--- src/rtl/ghost_mover_if.sv ---
`default_nettype none
// +----------------------------------------------------------------------------+
// | ghost_mover_if                                                             |
// | Chase-logic requests and wall flags in, ghost position and status out.     |
// | Revision: 1.0                                                              |
// +----------------------------------------------------------------------------+
interface ghost_mover_if;
  logic        frame_tick;
  logic        gU, gD, gL, gR;
  logic        g1uE, g1dE, g1lE, g1rE;
  logic        caught;
  logic [10:0] xGhost, yGhost;
  logic [3:0]  dir;
  logic [1:0]  state;
  logic        moving;

  modport master (
    output frame_tick, gU, gD, gL, gR, g1uE, g1dE, g1lE, g1rE, caught,
    input  xGhost, yGhost, dir, state, moving
  );

  modport slave (
    input  frame_tick, gU, gD, gL, gR, g1uE, g1dE, g1lE, g1rE, caught,
    output xGhost, yGhost, dir, state, moving
  );
endinterface
`default_nettype wire

--- src/rtl/ghost_mover.sv ---
`default_nettype none
// +----------------------------------------------------------------------------+
// | ghost_mover                                                                |
// | Ghost life-cycle (HOME/LEAVING/CHASE) and frame-paced position update.     |
// | Define GHOST_TUNNEL_WRAP_EN to wrap x across the tunnel instead of clamp.  |
// | Revision: 1.0                                                              |
// +----------------------------------------------------------------------------+
module ghost_mover #(
  parameter logic [10:0] X_START        = 11'd320,
  parameter logic [10:0] Y_START        = 11'd240,
  parameter logic [10:0] EXIT_Y         = 11'd208,
  parameter int          STEP           = 4,
  parameter int          MOVE_DIV       = 2,
  parameter int          RELEASE_FRAMES = 120,
  parameter logic [10:0] X_MIN          = 11'd0,
  parameter logic [10:0] X_MAX          = 11'd639
) (
  input wire logic     clk,
  input wire logic     reset,
  ghost_mover_if.slave bus
);
  typedef enum logic [1:0] {
    S_HOME    = 2'b00,
    S_LEAVING = 2'b01,
    S_CHASE   = 2'b10
  } state_t;

  localparam logic [3:0]  c_dir_u    = 4'b1000;
  localparam logic [3:0]  c_dir_d    = 4'b0100;
  localparam logic [3:0]  c_dir_l    = 4'b0010;
  localparam logic [3:0]  c_dir_r    = 4'b0001;
  localparam logic [11:0] c_step     = 12'(STEP);
  localparam logic [11:0] c_xmin     = {1'b0, X_MIN};
  localparam logic [11:0] c_xmax     = {1'b0, X_MAX};
  localparam logic [11:0] c_ymax     = 12'd2047;
  localparam logic [15:0] c_div_last = 16'(MOVE_DIV - 1);
  localparam logic [15:0] c_rel_last = 16'(RELEASE_FRAMES - 1);

  state_t      r_state, w_state_nx;
  logic [10:0] r_x, r_y, w_x_nx, w_y_nx;
  logic [10:0] w_xl, w_xr, w_yu, w_yd;
  logic [3:0]  r_dir, w_dir_nx, w_sel, w_en;
  logic [15:0] r_div, r_rel, w_div_nx, w_rel_nx;
  logic        w_tick, w_clr;

  always_ff @(posedge clk or posedge reset) begin
    if (reset) begin
      r_state <= S_HOME;
      r_x     <= X_START;
      r_y     <= Y_START;
      r_dir   <= 4'b0000;
      r_div   <= 16'd0;
      r_rel   <= 16'd0;
    end else begin
      r_state <= w_state_nx;
      r_x     <= w_x_nx;
      r_y     <= w_y_nx;
      r_dir   <= w_dir_nx;
      r_div   <= w_div_nx;
      r_rel   <= w_rel_nx;
    end
  end

  always_comb begin
    w_tick = bus.frame_tick && (r_state != S_HOME) && (r_div == c_div_last);
    w_en   = {bus.g1uE, bus.g1dE, bus.g1lE, bus.g1rE};

    // Fresh requests win in R,L,D,U order; otherwise coast on the current dir.
    w_sel = 4'b0000;
    if (bus.gR && bus.g1rE)            w_sel = c_dir_r;
    else if (bus.gL && bus.g1lE)       w_sel = c_dir_l;
    else if (bus.gD && bus.g1dE)       w_sel = c_dir_d;
    else if (bus.gU && bus.g1uE)       w_sel = c_dir_u;
    else if ((r_dir & w_en) != 4'b0000) w_sel = r_dir;

`ifdef GHOST_TUNNEL_WRAP_EN
    if ({1'b0, r_x} < c_xmin + c_step) w_xl = 11'(c_xmax - c_step + 12'd1 + ({1'b0, r_x} - c_xmin));
    else                               w_xl = 11'({1'b0, r_x} - c_step);
    if ({1'b0, r_x} + c_step > c_xmax) w_xr = 11'(c_xmin + ({1'b0, r_x} + c_step - c_xmax - 12'd1));
    else                               w_xr = 11'({1'b0, r_x} + c_step);
    w_clr = 1'b0;
`else
    if ({1'b0, r_x} < c_xmin + c_step) w_xl = X_MIN;
    else                               w_xl = 11'({1'b0, r_x} - c_step);
    if ({1'b0, r_x} + c_step > c_xmax) w_xr = X_MAX;
    else                               w_xr = 11'({1'b0, r_x} + c_step);
    // A clamped horizontal move that goes nowhere stops the ghost.
    w_clr = ((w_sel == c_dir_r) && (w_xr == r_x)) || ((w_sel == c_dir_l) && (w_xl == r_x));
`endif
    if ({1'b0, r_y} < c_step)          w_yu = 11'd0;
    else                               w_yu = 11'({1'b0, r_y} - c_step);
    if ({1'b0, r_y} + c_step > c_ymax) w_yd = 11'(c_ymax);
    else                               w_yd = 11'({1'b0, r_y} + c_step);

    w_state_nx = r_state;
    w_x_nx     = r_x;
    w_y_nx     = r_y;
    w_dir_nx   = r_dir;
    w_div_nx   = r_div;
    w_rel_nx   = r_rel;

    if (bus.caught) begin
      w_state_nx = S_HOME;
      w_x_nx     = X_START;
      w_y_nx     = Y_START;
      w_dir_nx   = 4'b0000;
      w_div_nx   = 16'd0;
      w_rel_nx   = 16'd0;
    end else if (r_state == S_HOME) begin
      if (bus.frame_tick) begin
        if (r_rel == c_rel_last) begin
          w_state_nx = S_LEAVING;
          w_rel_nx   = 16'd0;
        end else begin
          w_rel_nx   = r_rel + 16'd1;
        end
      end
    end else begin
      if (bus.frame_tick) w_div_nx = w_tick ? 16'd0 : r_div + 16'd1;
      if (w_tick) begin
        if (r_state == S_LEAVING) begin
          if (w_yu <= EXIT_Y) begin
            w_y_nx     = EXIT_Y;
            w_dir_nx   = 4'b0000;
            w_state_nx = S_CHASE;
          end else begin
            w_y_nx     = w_yu;
            w_dir_nx   = c_dir_u;
          end
        end else begin
          w_dir_nx = w_clr ? 4'b0000 : w_sel;
          case (w_sel)
            c_dir_r: w_x_nx = w_xr;
            c_dir_l: w_x_nx = w_xl;
            c_dir_d: w_y_nx = w_yd;
            c_dir_u: w_y_nx = w_yu;
            default: ;
          endcase
        end
      end
    end
  end

  assign bus.xGhost = r_x;
  assign bus.yGhost = r_y;
  assign bus.dir    = r_dir;
  assign bus.state  = r_state;
  assign bus.moving = |r_dir;
endmodule
`default_nettype wire

--- src/flat_wrapper.sv ---
// flat-port wrapper written by rule: the top's interface ports become plain ports
module ghost_mover_flat 
#(
  parameter logic [10:0] X_START        = 11'd320,
  parameter logic [10:0] Y_START        = 11'd240,
  parameter logic [10:0] EXIT_Y         = 11'd208,
  parameter int          STEP           = 4,
  parameter int          MOVE_DIV       = 2,
  parameter int          RELEASE_FRAMES = 120,
  parameter logic [10:0] X_MIN          = 11'd0,
  parameter logic [10:0] X_MAX          = 11'd639
)
  (clk, reset, bus_frame_tick, bus_gU, bus_gD, bus_gL, bus_gR, bus_g1uE, bus_g1dE, bus_g1lE, bus_g1rE, bus_caught, bus_xGhost, bus_yGhost, bus_dir, bus_state, bus_moving);
  ghost_mover_if bus_i ();
  input wire logic clk;
  input wire logic reset;
  input wire logic [$bits(bus_i.frame_tick)-1:0] bus_frame_tick;
  input wire logic [$bits(bus_i.gU)-1:0] bus_gU;
  input wire logic [$bits(bus_i.gD)-1:0] bus_gD;
  input wire logic [$bits(bus_i.gL)-1:0] bus_gL;
  input wire logic [$bits(bus_i.gR)-1:0] bus_gR;
  input wire logic [$bits(bus_i.g1uE)-1:0] bus_g1uE;
  input wire logic [$bits(bus_i.g1dE)-1:0] bus_g1dE;
  input wire logic [$bits(bus_i.g1lE)-1:0] bus_g1lE;
  input wire logic [$bits(bus_i.g1rE)-1:0] bus_g1rE;
  input wire logic [$bits(bus_i.caught)-1:0] bus_caught;
  output wire logic [$bits(bus_i.xGhost)-1:0] bus_xGhost;
  output wire logic [$bits(bus_i.yGhost)-1:0] bus_yGhost;
  output wire logic [$bits(bus_i.dir)-1:0] bus_dir;
  output wire logic [$bits(bus_i.state)-1:0] bus_state;
  output wire logic [$bits(bus_i.moving)-1:0] bus_moving;
  assign bus_i.frame_tick = bus_frame_tick;
  assign bus_i.gU = bus_gU;
  assign bus_i.gD = bus_gD;
  assign bus_i.gL = bus_gL;
  assign bus_i.gR = bus_gR;
  assign bus_i.g1uE = bus_g1uE;
  assign bus_i.g1dE = bus_g1dE;
  assign bus_i.g1lE = bus_g1lE;
  assign bus_i.g1rE = bus_g1rE;
  assign bus_i.caught = bus_caught;
  assign bus_xGhost = bus_i.xGhost;
  assign bus_yGhost = bus_i.yGhost;
  assign bus_dir = bus_i.dir;
  assign bus_state = bus_i.state;
  assign bus_moving = bus_i.moving;
  ghost_mover #(.X_START(X_START), .Y_START(Y_START), .EXIT_Y(EXIT_Y), .STEP(STEP), .MOVE_DIV(MOVE_DIV), .RELEASE_FRAMES(RELEASE_FRAMES), .X_MIN(X_MIN), .X_MAX(X_MAX)) u_core (.clk(clk), .reset(reset), .bus(bus_i));
endmodule
--- config.mk ---
export PLATFORM = sky130hd
export DESIGN_NAME = ghost_mover_flat
export DESIGN_NICKNAME = d
export VERILOG_FILES = /design/src/rtl/ghost_mover_if.sv /design/src/rtl/ghost_mover.sv /design/src/flat_wrapper.sv
export SDC_FILE = /design/constraint.sdc
export NUM_CORES = 1
export LEC_CHECK = 0
export CAP_MARGIN = 10
export CORE_MARGIN = 2
export CORE_UTILIZATION = 45
export CTS_CLUSTER_DIAMETER = 100
export DETAILED_ROUTE_END_ITERATION = 8
export PLACE_DENSITY = 0.75
export SYNTH_ARGS = -nofsm -noshare
export SYNTH_HDL_FRONTEND = slang
export SYNTH_SLANG_ARGS = --single-unit
--- constraint.sdc ---
create_clock -name clk -period 2.49 [get_ports clk]
set_input_delay 0.498 -clock clk [delete_from_list [all_inputs] [get_ports clk]]
set_output_delay 0.498 -clock clk [all_outputs]
set_load 0.005 [all_outputs]
==> impl_metrics.toml, run 1 <==
[worst_setup_path]
worst-setup-path-type = "register to register"
cp.required_ns = 2.72
r2r-end = "u_core.bus.yGhost[1]"
slowest_delay_ns = 0.45
rrSetupSlack_ns = -0.01
cp-end-kind = "register"
r2r_cells = 9
worstSetupStartpointType = "register"
arrival_ns = 2.73
cp_max_fo = 5
r2r-start = "u_core.bus.yGhost[2]"
slowest_stage = "dfrtp_2"
cp_cell_sequence = "buf_6 > or2_4 > o41a_2 > a2111o_1 > a211oi_2 > or2_1 > buf_4 > o21ai_2 > o2bb2ai_1"

[timing]
timing.final.crit_share_pct = 100
worst_pin_slew_ns = 0.604
rsz0062_at_grt = "true"
setup_violations = 1
layout_setup_ws_ns = -0.00985
fin_crit_ns = 2.50
skew_ns = 0.0113
drv_slew = 0
tns_ns = -0.00985
hold_violations = 0
slew_headroom_pct = 59.3
fmaxAchievable_mhz = 400

[global_route]
overflow = 0
grt_pass1_vias = 4190
grt_util_all_layers_pct = 24.0
antenna_found_initial = 0
grt_start_max_net_pins = 61
grt_pass1_wl_um = 19700

[route]
vias_per_cell = 5.98
drt-total-wl_um = 12100
vias = 4378
drt-initial-drc-count = 271
wl_per_cell_um = 16.5
drt-pass1-iter-count = 5
drc = 0
postRouteAntennaNets = 0

[synthesis]
synthFlopType = "dfrtp_1"
synth-seq-cells = 60
ys_types = 75
yosysSeqAreaShare_pct = 36.1
ys_warn_count = 0
synth_most_common_cell = "nor2_1"
async_reset_ff_share_pct = 100
synth_edf_count = 0
post_synth_most_frequent_cells = "nor2_1 (63), dfrtp_1 (54), nand2_1 (53)"
synth.net_count = 521
postSynthAreaPerCell_um2 = 8.33
syn-cell-area_um2 = 4180
yosysTopAreaCellShare_pct = 32.3
synthCells = 502
synth_top_area_cell = "dfrtp_1"
synth_area_leaders = "dfrtp_1 (32%), nor2_1 (5.7%), nand2_1 (4.8%)"

[cts]
ctsLongestPathBuffers = 2
cts.sinks = 60
cts_hold_buf = 0
cts_tree = "yes"
clk_latency_ns = 0.34
h-tree-depth = 3
clock-root-buffer = "clkbuf_8"
clkSlewWorstSetupHoldPaths_ns = 0.07
numCtsBuffers = 9

[pwr]
p_per_area_nw_per_um2 = 500
p_leak_nw = 2.41
max-vdd-ir-drop_uv = 264

[hold_path]
min_path_type = "register to register"
worstHoldPathCells = 2
min_to = "u_core.r_rel[1]"
min_from = "u_core.r_rel[1]"

[cells_and_area]
multi_input_area_um2 = 2780
final_util_pct = 63.0
area_growth_pct = 37.3
fin_cells = 732
nNetsFinal = 635
regArea_um2 = 1510
n_antenna_cell = 0
drive_gt1_share_pct = 27.4
fillers = 724

[die]
core.rowCount = 35
design.die.area_um2 = 10100
io_pins = 41
core_area_um2 = 9110
die_w_um = 100
start_util_pct = 45.9
die_h_um = 100

[placement]
dp_worst_setup_slack_ns = -0.528
post-dp-hpwl_um = 8290
dpl.cell_count = 702
gp_congestion = 0.947
port_buffers = 40

[run_status]
status = "finished with violations"
violations = "negative setup slack"

[run]
cap_violations = 0
area by class of cell:
class	instances	share of cell area [%]
Inverter	10	0.654
Multi-Input combinational cell	407	48.4
Clock buffer	13	2.59
Timing Repair Buffer	128	19.4
Tap cell	111	2.42
Sequential cell	60	26.3
Clock inverter	3	0.261
power breakdown:
group / switching, mW / internal (mW)
logic: 0.529 / 0.499
registers: 0.0433 / 1.04
clock network: 0.374 / 0.384
total: 0.946 / 1.93
registers in the layout (all words and copies together), names as in the netlist:
signal             count
u_core.bus.yGhost     11
u_core.bus.xGhost     11
u_core.r_rel          16
u_core.bus.dir         4
u_core.r_div          16
u_core.bus.state       2
cells in the final DEF (no fill, tap or decap), types with 14 or more instances in the layout:
master           count
buf_4               79
xor2_1              19
nor2_1              58
clkdlybuf4s50_1     36
o21ai_0             20
nand2_1             53
nand2b_1            14
nor3_1              17
nand3_1             21
a21oi_1             27
dfrtp_1             53
worst max path at each step:
stage                     depth (start not counted)            startpoint  slack [ns]                    to
final                                             9  u_core.bus.yGhost[2]       -0.01  u_core.bus.yGhost[1]
after detailed placement                          9              bus_g1rE       -0.53  u_core.bus.yGhost[6]
after CTS                                        10              bus_g1lE       0.002  u_core.bus.yGhost[6]
after floorplan                                   8  u_core.bus.yGhost[2]        0.04  u_core.bus.yGhost[3]
after global placement                            9              bus_g1rE       -0.40  u_core.bus.xGhost[7]
after global routing                              8  u_core.bus.yGhost[2]       -0.06  u_core.bus.yGhost[3]
worst max-delay path: cells and delay by family (launching register included):
family / cells / cell delay, ns
buf+inv: 2 / 0.25
flops: 1 / 0.45
compound gates: 5 / 1.27
simple gates: 2 / 0.42
per-stage QoR:
step                power (mW)  cell area [um2]  hold slack [ns]
detailed placement        1.94             5180            0.510
finish                    2.87             5740            0.521
floorplan                 1.58             4180            0.468
CTS                       2.79             5550            0.527
global placement          1.92             5180            0.483
global route              3.03             5740            0.560
layer usage:
layer	up-vias	wire, um	global-route usage, %
met3	27	649	4.53
met5	-	0	0
met4	0	258	8.22
met2	149	6090	39.1
li1	2067	-	-
met1	2135	5100	32.2
logic make-up (layout without fill, tap and decap cells):
| logic type | Yosys count | after routing | synth area share [%] |
|---|---|---|---|
| AND/OR/NAND/NOR | 240 | 240 | 28.8 |
| AO/OA/AOI/OAI | 124 | 124 | 21.4 |
| flip-flops | 60 | 60 | 36.1 |
| buffers and inverters | 35 | 154 | 3.80 |
| XOR/XNOR | 31 | 31 | 6.49 |
| adder cells (fa/ha/maj) | 7 | 7 | 2.09 |
| multiplexers | 5 | 5 | 1.32 |
what timing repair did:
item,CTS,global route
pin swaps,18,19
gates resized for setup,31,34
hold endpoints to repair,0,0
buffers inserted,9,5
endpoints found under the setup margin,23,26
(Power assumes the default switching activity.)
==> run 2: changes to the inputs <==
Settings changed: CORE_MARGIN 2 to 4, PLACE_DENSITY 0.75 to 0.68.
==> impl_metrics.toml, run 2 (same netlist as run 1, synthesis figures left out) <==
[die]
core_area_um2 = 8890
die_w_um = 104
die_h_um = 104
start_util_pct = 47.0
core.rowCount = 34
io_pins = 41
design.die.area_um2 = 10900

[global_route]
grt_start_max_net_pins = 32
antenna_found_initial = 0
grt_util_all_layers_pct = 21.7
grt_pass1_wl_um = 19700
grt_pass1_vias = 4094
overflow = 0

[timing]
rsz0062_at_grt = "true"
hold_violations = 0
drv_slew = 0
timing.final.crit_share_pct = 98.8
setup_violations = 0
skew_ns = 0.0113
fmaxAchievable_mhz = 406
slew_headroom_pct = 55.8
fin_crit_ns = 2.46
worst_pin_slew_ns = 0.663
fin_hold_ws_ns = 0.517

[placement]
gp_congestion = 0.947
post-dp-hpwl_um = 8610
port_buffers = 40

[cts]
numCtsBuffers = 9
cts_tree = "yes"
clock-root-buffer = "clkbuf_8"
clkSlewWorstSetupHoldPaths_ns = 0.07
ctsLongestPathBuffers = 2
cts.sinks = 60
h-tree-depth = 3
cts_hold_buf = 0
clk_latency_ns = 0.35

[route]
drt-total-wl_um = 12000
drc = 0
vias_per_cell = 5.89
vias = 4290
drt-initial-drc-count = 216
drt-pass1-iter-count = 5
postRouteAntennaNets = 0
wl_per_cell_um = 16.5

[cells_and_area]
drive_gt1_share_pct = 26.0
final_util_pct = 64.1
reg.largest.list = "u_core.r_div x16, u_core.r_rel x16"
n_antenna_cell = 0
nNetsFinal = 634
fillers = 753
layout_common_cells = "buf_4 (80), nor2_1 (62), dfrtp_1 (54), nand2_1 (53), clkdlybuf4s50_1 (35)"
area_growth_pct = 36.3
layout_commonest_cell = "buf_4"

[worst_setup_path]
r2r-end = "u_core.bus.xGhost[7]"
arrival_ns = 2.69
worstSetupStartpointType = "register"
cp_max_fo = 6
r2r-start = "u_core.bus.dir[0]"
slowest_delay_ns = 0.39
worst-setup-path-type = "register to register"
slowest_stage = "dfrtp_1"
cp-end-kind = "register"
critPathBufInv = 4
crit_path_frequent_cell = "buf_4"
cp_cell_sequence = "a222oi_1 > buf_4 > a22oi_2 > a41oi_4 > buf_12 > buf_4 > buf_6 > and4_4 > nor2_2 > a221oi_1 > o31ai_1"
r2r_cells = 11
cp_top_family = "compound AO/OA/AOI/OAI gates"
rrSetupSlack_ns = 0.03
cp.required_ns = 2.72
worstSetupPathDepth = 11

[hold_path]
min_to = "u_core.r_rel[1]"
worstHoldPathCells = 2
min_path_type = "register to register"
min_from = "u_core.r_rel[1]"

[pwr]
p_per_area_nw_per_um2 = 512
max-vdd-ir-drop_uv = 361
p_leak_nw = 2.39

[run]
cap_violations = 0

[run_status]
status = "finished clean"
==> run 2: metrics by stage <==
step	instance area (um2)	TNS (ns)	setup WS, ns	total power [mW]	instances
finish	5700	0	0.0292	2.92	728
global route	5700	-0.757	-0.128	3.06	728
CTS	5520	0	0.0473	2.86	720
detailed placement	5190	-9.45	-0.517	1.96	701
global placement	5190	-8.24	-0.473	1.94	701
floorplan	4180	0	0.0436	1.58	502
==> run 2: cell type report <==
| class | instances | area (um2) | share of cell area [%] |
|---|---|---|---|
| clock buffer | 10 | 128 | 2.24 |
| clock inverter | 6 | 65.1 | 1.14 |
| inverter | 10 | 37.5 | 0.659 |
| multi-input combinational | 407 | 2720 | 47.7 |
| sequential | 60 | 1510 | 26.5 |
| tap | 108 | 135 | 2.37 |
| timing repair buffer | 127 | 1100 | 19.4 |
==> run 2: worst max-delay path by stage <==
stage / start / to / slack [ns]
2_1_floorplan: u_core.bus.yGhost[2] / u_core.bus.yGhost[3] / 0.04
3_3_place_gp: bus_g1rE / u_core.bus.xGhost[4] / -0.47
3_5_place_dp: bus_g1rE / u_core.bus.xGhost[4] / -0.52
4_1_cts: u_core.r_div[12] / u_core.bus.xGhost[2] / 0.05
5_1_grt: u_core.bus.dir[0] / u_core.bus.yGhost[3] / -0.13
6_report: u_core.bus.dir[0] / u_core.bus.xGhost[7] / 0.03
==> run 2: repair_timing <==
| item | in CTS | in global routing |
|---|---|---|
| setup buffers | 4 | 8 |
| endpoints found under the setup margin | 17 | 19 |
| gates resized for setup | 23 | 25 |
| pin swaps | 10 | 17 |
==> run 2: worst min-delay path, delay by kind of cell, from the launching register on <==
kind,cells,cell delay [ns]
flops,1,0.37
simple gates,1,0.05
compound gates,1,0.06
==> run 2: layer usage <==
layer / GRT usage, % / share of wire, % / vias up
met2: 34.0 / 47 / 166
met3: 3.85 / 6.5 / 19
met5: 0 / 0 / -
met1: 30.4 / 46 / 2037
met4: 7.03 / 1.4 / 0
li1: - / - / 2068
==> run 2: where the power goes <==
group | total (mW) | switching, mW | leakage, nW | internal (mW)
clock network | 0.869 | 0.408 | 0.0962 | 0.462
logic | 0.960 | 0.497 | 1.49 | 0.463
registers | 1.09 | 0.0476 | 0.804 | 1.04
total | 2.92 | 0.952 | 2.39 | 1.97
==> run 3: changes to the inputs <==
Settings changed: CORE_UTILIZATION 45 to 52, PLACE_DENSITY 0.68 to 0.77.
==> impl_metrics.toml, run 3 (same netlist as run 1, synthesis figures left out) <==
[die]
core_area_um2 = 7770
start_util_pct = 53.8
core.rowCount = 32
die_h_um = 97.7
die_w_um = 97.7
design.die.area_um2 = 9540
io_pins = 41

[cts]
numCtsBuffers = 9
cts.sinks = 60
h-tree-depth = 3
clkSlewWorstSetupHoldPaths_ns = 0.08
clk_latency_ns = 0.35
clock-root-buffer = "clkbuf_8"
cts_hold_buf = 0
cts_tree = "yes"
ctsLongestPathBuffers = 2

[cells_and_area]
area_growth_pct = 34.8
nNetsFinal = 636
layout_commonest_cell = "buf_4"
n_antenna_cell = 0
reg.largest.list = "u_core.r_div x16, u_core.r_rel x16"
finalInstanceArea_um2 = 5640
layout_common_cells = "buf_4 (85), nor2_1 (59), dfrtp_1 (54), nand2_1 (53), clkdlybuf4s50_1 (35)"
drive_gt1_share_pct = 25.8
final_util_pct = 72.6
fin_cells = 723

[worst_setup_path]
worst-setup-path-type = "register to register"
slowest_stage = "a2111o_1"
cp_top_family = "compound AO/OA/AOI/OAI gates"
rrSetupSlack_ns = -0.003
cp_cell_sequence = "or2_1 > buf_6 > o41a_2 > a2111o_1 > o32a_2 > o21ai_0 > a21oi_1"
arrival_ns = 2.77
cp_max_fo = 4
worstSetupStartpointType = "register"
critPathBufInv = 1
cp.required_ns = 2.77
slowest_delay_ns = 0.44
cp-end-kind = "register"

[pwr]
max-vdd-ir-drop_uv = 314
p_per_area_nw_per_um2 = 530
power_mw = 2.99
p_leak_nw = 2.38

[timing]
timing.final.crit_share_pct = 100
slew_headroom_pct = 63.8
fmaxAchievable_mhz = 401
fin_hold_ws_ns = 0.478
worst_pin_slew_ns = 0.538
setup_violations = 1
tns_ns = -0.00258
skew_ns = 0.0133
fin_crit_ns = 2.49
layout_setup_ws_ns = -0.00258
hold_violations = 0
rsz0062_at_grt = "true"
drv_slew = 0

[global_route]
overflow = 0
grt_start_max_net_pins = 41
grt_pass1_wl_um = 18600
antenna_found_initial = 0
grt_util_all_layers_pct = 23.4
grt_pass1_vias = 3982

[route]
drt-pass1-iter-count = 5
postRouteAntennaNets = 0
drc = 0
vias = 4465
drt-total-wl_um = 11900
vias_per_cell = 6.18
drt-initial-drc-count = 431
wl_per_cell_um = 16.4

[placement]
place_area_um2 = 5160
dp_worst_setup_slack_ns = -0.492
post-dp-hpwl_um = 8160
port_buffers = 40
dpl.cell_count = 693
gp_congestion = 1.00

[run_status]
status = "finished with violations"
violations = "negative setup slack"

[hold_path]
min_path_type = "input port to asynchronous set/reset pin"

[run]
cap_violations = 0
run 3: metal layers:
layer,GRT usage [%],vias to the layer above,routed length [um]
li1,-,2069,-
met1,31.5,2130,5120
met2,36.9,220,5510
met3,4.81,46,893
met4,9.05,0,364
met5,0,-,0
run 3: path summary, 6_finish.rpt:
path	startpoint	to	cells after the start
hold reg to reg	u_core.r_rel[1]	u_core.r_rel[1]	2
setup reg to reg	u_core.bus.yGhost[2]	u_core.bus.yGhost[5]	7
max in group asynchronous	reset	u_core.bus.yGhost[7]	3
hold / removal	reset	u_core.r_div[12]	2
setup / recovery	u_core.bus.yGhost[2]	u_core.bus.yGhost[5]	7
min in group clk	u_core.r_rel[1]	u_core.r_rel[1]	2
run 3: worst register-to-register path, delay by kind of cell (launching register included):
family | cells | cell delay [ns]
compound gates | 5 | 1.61
buf+inv | 1 | 0.14
simple gates | 1 | 0.28
flops | 1 | 0.41
run 3: area by class of cell:
type,instances,area [um2]
clock inverters,4,48.8
repair buffers,129,1090
inverters,10,37.5
multi-input cells,407,2670
fillers,571,2130
flip-flops and latches,60,1510
clock buffers,11,151
well taps,102,128
run 3: repair_timing:
action | in CTS | in global routing
buffers inserted | 8 | 7
hold endpoints to repair | 0 | 0
endpoints found under the setup margin | 21 | 24
gates resized for setup | 9 | 34
pin swaps | 12 | 21
run 3: power by group:
| part | total [mW] | switching [mW] | leakage (nW) | internal, mW |
|---|---|---|---|---|
| clock network | 0.917 | 0.408 | 0.105 | 0.509 |
| registers | 1.09 | 0.0471 | 0.804 | 1.04 |
| logic | 0.984 | 0.513 | 1.47 | 0.471 |
| total | 2.99 | 0.968 | 2.38 | 2.02 |
